[src/rtl/branch_predictor.sv]
// Direct-mapped BTB branch predictor: zero-latency lookup on the fetch PC,
// training and mispredict detection from execute, plus statistics counters.
module branch_predictor #(
   parameter int ENTRIES = 16
) (
   input  logic        clk,
   input  logic        rst,
   input  logic [31:0] PCF,
   input  logic        resolve_valid_i,
   input  logic        is_jump_i,
   input  logic        actual_taken_i,
   input  logic [31:0] PCE,
   input  logic [31:0] PCPlus4E,
   input  logic [31:0] actual_target_i,
   input  logic        pred_taken_e_i,
   input  logic [31:0] pred_target_e_i,
   output logic        pc_predict_redirect_o,
   output logic [31:0] predicted_target_pc_o,
   output logic        pc_redirect_o,
   output logic [31:0] mispredict_target_pc_o,
   output logic [31:0] branch_count_o,
   output logic [31:0] mispredict_count_o
);

   localparam int IDX_W = $clog2(ENTRIES);
   localparam int TAG_W = 30 - IDX_W;

   logic [ENTRIES-1:0] valid_q;
   logic [TAG_W-1:0]   tag_q    [ENTRIES];
   logic [31:0]        target_q [ENTRIES];
   logic [1:0]         ctr_q    [ENTRIES];
   logic [31:0]        branch_cnt_q, branch_cnt_d;
   logic [31:0]        mispred_cnt_q, mispred_cnt_d;

   logic [IDX_W-1:0] f_idx, e_idx;
   logic [TAG_W-1:0] f_tag, e_tag;
   logic             f_hit, e_hit;
   logic             taken, mispredict;
   logic             wr_en;
   logic [31:0]      wr_target_d;
   logic [1:0]       wr_ctr_d;
   logic             unused_pc_bits;

   // Instructions are word aligned, so the low PC bits carry no information.
   assign unused_pc_bits = ^{PCF[1:0], PCE[1:0]};

   assign f_idx = PCF[IDX_W+1:2];
   assign f_tag = PCF[31:IDX_W+2];
   assign e_idx = PCE[IDX_W+1:2];
   assign e_tag = PCE[31:IDX_W+2];

   always_comb begin
      f_hit                 = valid_q[f_idx] && (tag_q[f_idx] == f_tag);
      pc_predict_redirect_o = f_hit && ctr_q[f_idx][1];
      predicted_target_pc_o = f_hit ? target_q[f_idx] : 32'h0;
   end

   always_comb begin
      taken      = is_jump_i | actual_taken_i;
      mispredict = resolve_valid_i &
                   ((pred_taken_e_i != taken) |
                    (pred_taken_e_i & taken & (pred_target_e_i != actual_target_i)));
      pc_redirect_o          = mispredict;
      mispredict_target_pc_o = 32'h0;
      if (mispredict)
         mispredict_target_pc_o = taken ? actual_target_i : PCPlus4E;
   end

   always_comb begin
      e_hit       = valid_q[e_idx] && (tag_q[e_idx] == e_tag);
      wr_en       = resolve_valid_i && (e_hit || taken);
      wr_target_d = actual_target_i;
      wr_ctr_d    = is_jump_i ? 2'b11 : 2'b10;
      if (e_hit) begin
         if (taken) begin
            wr_ctr_d = (ctr_q[e_idx] == 2'b11) ? 2'b11 : ctr_q[e_idx] + 2'b01;
         end else begin
            wr_ctr_d    = (ctr_q[e_idx] == 2'b00) ? 2'b00 : ctr_q[e_idx] - 2'b01;
            wr_target_d = target_q[e_idx];
         end
      end
   end

   always_comb begin
      branch_cnt_d  = branch_cnt_q;
      mispred_cnt_d = mispred_cnt_q;
      if (resolve_valid_i && (branch_cnt_q != 32'hFFFF_FFFF))
         branch_cnt_d = branch_cnt_q + 32'd1;
      if (mispredict && (mispred_cnt_q != 32'hFFFF_FFFF))
         mispred_cnt_d = mispred_cnt_q + 32'd1;
   end

   always_ff @(posedge clk) begin
      if (rst) begin
         valid_q <= '0;
         for (int i = 0; i < ENTRIES; i++) begin
            tag_q[i]    <= '0;
            target_q[i] <= '0;
            ctr_q[i]    <= 2'b01;
         end
         branch_cnt_q  <= '0;
         mispred_cnt_q <= '0;
      end else begin
         if (wr_en) begin
            valid_q[e_idx]  <= 1'b1;
            tag_q[e_idx]    <= e_tag;
            target_q[e_idx] <= wr_target_d;
            ctr_q[e_idx]    <= wr_ctr_d;
         end
         branch_cnt_q  <= branch_cnt_d;
         mispred_cnt_q <= mispred_cnt_d;
      end
   end

   assign branch_count_o     = branch_cnt_q;
   assign mispredict_count_o = mispred_cnt_q;

endmodule

[config.mk]
export PLATFORM = sky130hd
export DESIGN_NAME = branch_predictor
export DESIGN_NICKNAME = d
export VERILOG_FILES = /design/src/rtl/branch_predictor.sv
export SDC_FILE = /design/constraint.sdc
export NUM_CORES = 2
export LEC_CHECK = 0
export CAP_MARGIN = 10
export CORE_ASPECT_RATIO = 0.8
export CORE_UTILIZATION = 25
export DETAILED_ROUTE_END_ITERATION = 10
export SYNTH_ARGS = -nofsm -noshare
export SYNTH_HDL_FRONTEND = slang
export SYNTH_SLANG_ARGS = --single-unit
[constraint.sdc]
create_clock -name clk -period 5.1 [get_ports clk]
set_input_delay 1.02 -clock clk [delete_from_list [all_inputs] [get_ports clk]]
set_output_delay 1.02 -clock clk [all_outputs]
set_load 0.02 [all_outputs]
==> summary by stage <==
Timing
The max-slew violation count is 0. The worst-margin pin slew is 1260 ps. Setup repair after global routing could not meet its margin everywhere.

The total count of hold-check failures in the final report is 0. The clock skew after layout is 84.8 ps. For this run, the top clock speed supported by timing is 184 MHz. The worst path in the final design needs a cycle of 5450 ps, including I/O delays and setup. The worst-case headroom to the max-slew limit is 15.5%.

In the final timing run, aggregate negative setup slack is -7510 ps. Setup slack on the critical path of the routed design comes to -347 ps. In the finished design, the share of the clock period the worst path needs comes to 107%. The number of setup violations in the final report is 33.

Drt
Detailed routing placed a total of 16.8 mm of wire on met3. After detailed routing, the number of vias per cell comes to 4.92. The count of nets left with antenna violations once routing finished came out at 0. The detailed-routing iteration count for the pre-antenna-repair pass is 5. The starting DRC count in detailed routing is 3952. The detailed-route wire length is 179 mm. Dividing the detail-routed wire length by the instance count gives 26.2 µm. After detailed routing, the wire length on met1 is 73.4 mm. The post-route DRC violation count is 0.

Routed signal wires occupy layers up through met5. For this block, the via count after detailed routing is 33700. The routed design uses 84.3 mm of met2 wire.

Floorplanning
296 I/O pins were placed. The starting density of the core is 25.3%. The floorplan has 149 rows. In this run the vertical extent of the chip is 411 µm. The region available for standard cell placement spans 0.207 mm². The floorplan step set the die width to 513 µm. The die area is 0.211 mm².

Place
Routability-driven placement finished with a final weighted congestion of 0.855. Summing all placed instances gives a cell area of 0.0608 mm². Detailed placement ended at an HPWL of 113 mm. OpenSTA, run right after detailed placement, puts the worst setup slack at -1090 ps.

Input and output buffers added on the ports amount to 291.

Logic synthesis
Sequential elements use 58.2% of the synthesized area. The total of flip-flops plus latches after synthesis is 1040. Yosys printed 0 warnings. The count of distinct cell types in the synthesized netlist is 63. Each instance of the synthesized netlist takes up on average 14.3 µm². In the synthesized netlist, the number of instances is 3643. The prevailing post-synth register cell is sky130_fd_sc_hd__edfxtp_1.

The mapped cell area is 0.0523 mm². The number of nets handed over by synthesis was 3812. Counting flops with an async set or reset pin after synthesis yields a share of 0%.

In this run, synthesis inferred 960 flip-flops with an integrated enable.

Worst setup path
The depth of the worst register-to-register path is 12. The beginning of the worst register-to-register path is tag_q[6][20]$_SDFFCE_PN0P_. The endpoint class of the critical path is an output port.

STA classifies the critical path startpoint as an input pin. The setup check on the worst reg-to-reg path leaves a slack of 1030 ps. The worst register-to-register path ends at tag_q[14][14]$_SDFFCE_PN0P_. The critical path arrival is 4430 ps. Along the worst path, the maximum fanout reaches 5.

The critical setup path kind is in2out. The required time reported for the critical path endpoint is 4080 ps.

Job
Across the run, the number of max-cap violations was 0.

GRT
The aggregate global-route resource usage is 16.6%. After global routing the overflow that remains totals 0. Entering global routing, the biggest net connects 79 pins. The first global-routing pass estimated 252 mm of wire. The number of global-route vias before repair is 33500. The initial antenna violation count was 13.

Clocking
The clock latency on the worst-skew pair is 790 ps. The buffer levels on the longest clock path is 3. After clock tree synthesis, the clock-pin slew on the worst setup and hold paths is 60 ps.

Clock tree synthesis selected as its root buffer the cell sky130_fd_sc_hd__clkbuf_16. For this design, the sink count on the clock tree is 1040. The number of buffers inserted during clock tree synthesis is 113. The CTS tree is yes. The H-tree was split into 3 levels.

Final layout
Fill cells in the final layout number 20200. The synthesis-to-layout area growth is 24.6%. Cells with a size suffix above 1 make up 24.8% of the layout. The area of all placed cells without fillers is 0.0651 mm². The library cell used most frequently in the layout, excluding fill and tap cells, is sky130_fd_sc_hd__edfxtp_1. After the last flow step, the layout net total stands at 4198.

In the layout the commonest cells are 960 x sky130_fd_sc_hd__edfxtp_1, 942 x sky130_fd_sc_hd__and2_1, 374 x sky130_fd_sc_hd__mux4_2.

Pwr
The reported leakage power is 22.5 nW. Dividing total power by cell area gives a power density of 315 mW/mm². The worst-case IR drop observed on VDD is 0.000309 V.

Min path
The startpoint identified for the worst hold timing path is valid_q[11]$_SDFFE_PP0P_. The class of the worst hold path is reg2reg. The number of stages on the worst hold path is 1. The worst-case hold path end point is valid_q[11]$_SDFFE_PP0P_.

Status
The run finished, with violations left. The checks that failed: setup timing.
-- power breakdown --
group	internal [mW]	switching (mW)	total (mW)
Clock	4.48	3.63	8.12
Combinational	1.12	1.30	2.42
Sequential	9.75	0.189	9.94
Total	15.4	5.12	20.5
-- worst max path at each step --
stage	end	from	slack (ps)
floorplan	target_q[10][0]$_SDFFCE_PN0P_	PCE[3]	-80
global placement	predicted_target_pc_o[14]	PCF[2]	-1160
detailed placement	predicted_target_pc_o[2]	PCF[2]	-1090
CTS	predicted_target_pc_o[27]	PCF[2]	-370
global route	predicted_target_pc_o[30]	PCF[2]	-420
finish	predicted_target_pc_o[30]	PCF[2]	-350
-- cells by family (layout without fill, tap and decap cells) --
| logic type | after synthesis | in the layout | share of synthesized area (%) |
|---|---|---|---|
| AOI/OAI and AO/OA | 203 | 203 | 2.61 |
| xor gates and xnor gates | 140 | 140 | 2.35 |
| adders and majority gates | 4 | 4 | 0.0910 |
| buffers and inverters | 366 | 846 | 2.89 |
| DFF | 1040 | 1040 | 58.2 |
| muxes | 486 | 486 | 18.3 |
| other | 0 | 4 | 0 |
| and+or+nand+nor | 1404 | 1404 | 15.6 |
-- metal layers --
metal	up-vias	track usage, %
met5	-	0
met4	6	4.64
met3	243	3.78
met2	1702	26.7
met1	17500	22.4
li1	14200	-
-- worst max-delay path: stages --
cell and delay, ps:
sky130_fd_sc_hd__buf_16 130, sky130_fd_sc_hd__buf_12 120, sky130_fd_sc_hd__mux4_2 490, sky130_fd_sc_hd__mux4_2 530, sky130_fd_sc_hd__xnor2_2 200, sky130_fd_sc_hd__buf_4 160
sky130_fd_sc_hd__nand4_1 250, sky130_fd_sc_hd__nor4_4 370, sky130_fd_sc_hd__buf_4 170, sky130_fd_sc_hd__nand4_1 100, sky130_fd_sc_hd__buf_6 190, sky130_fd_sc_hd__buf_16 160
sky130_fd_sc_hd__buf_12 150, sky130_fd_sc_hd__nor2b_4 100, sky130_fd_sc_hd__buf_6 140, sky130_fd_sc_hd__buf_12 110
-- per-stage QoR --
stage | utilization, % | total power, mW | instances | hold slack, ps
final | 31.5 | 20.5 | 6845 | 481
after global routing | 31.5 | 21.1 | 6842 | 497
after CTS | 31.3 | 20.6 | 6832 | 479
after detailed placement | 29.4 | 12.5 | 6608 | 465
after global placement | 29.4 | 12.4 | 6608 | 451
after floorplan | - | 11.3 | 3643 | 438
-- cells in the mapped netlist, drive strengths merged, types with 2 or more instances --
| master | number | area share [%] |
|---|---|---|
| a21oi | 63 | 0.60 |
| mux2 | 6 | 0.13 |
| and4 | 7 | 0.12 |
| o211ai | 3 | 0.043 |
| nand2 | 166 | 1.2 |
| inv | 12 | 0.086 |
| edfxtp | 960 | 55 |
| a22oi | 40 | 0.57 |
| o21ai | 32 | 0.31 |
| xnor2 | 81 | 1.4 |
| nor2 | 97 | 0.70 |
| clkbuf | 250 | 1.9 |
| or4 | 3 | 0.043 |
| a211oi | 3 | 0.043 |
| nand2b | 3 | 0.036 |
| a41oi | 2 | 0.034 |
| a2111oi | 3 | 0.086 |
| buf | 100 | 0.93 |
| mux4 | 374 | 16 |
| and3 | 12 | 0.14 |
| and2 | 942 | 11 |
| dfxtp | 80 | 3.1 |
| nand3b | 2 | 0.029 |
| a221oi | 8 | 0.15 |
| o22a | 3 | 0.050 |
| or3 | 11 | 0.13 |
| nor3 | 12 | 0.11 |
| xor2 | 59 | 0.99 |
| a21o | 20 | 0.29 |
| nand4 | 25 | 0.33 |
| o2bb2ai | 2 | 0.034 |
| a22o | 6 | 0.10 |
| nand3 | 32 | 0.31 |
| mux2i | 106 | 2.0 |
| o22ai | 6 | 0.072 |
| ha | 3 | 0.072 |
| or2 | 22 | 0.26 |
| nor4 | 8 | 0.11 |
| o31ai | 2 | 0.029 |
| clkinv | 4 | 0.029 |
| nor2b | 60 | 0.72 |
-- layout make-up --
cell class | count | area, µm² | area share, %
Antenna cell | 4 | 10.0 | 0.0154
Clock buffer | 140 | 2980 | 4.58
Clock inverter | 69 | 663 | 1.02
Inverter | 16 | 60.1 | 0.0922
Multi-Input combinational cell | 2237 | 21000 | 32.3
Sequential cell | 1040 | 30400 | 46.7
Tap cell | 2718 | 3400 | 5.22
Timing Repair Buffer | 621 | 6530 | 10.0
-- what timing repair did --
action | CTS | global route
gates cloned | 2 | 0
hold buffers | 0 | 0
endpoints found under the setup margin | 33 | 58
endpoints found under the hold margin | 0 | 0
gates resized for setup | 176 | 42
pin swaps | 10 | 7
buffers inserted | 13 | 9
-- state kept, by name, indices dropped and copies added (netlist names) --
signal              flops
tag_q                 416
mispredict_count_o     32
target_q              512
ctr_q                  32
valid_q                16
branch_count_o         32
No activity file was read; power rests on OpenSTA's default activity.
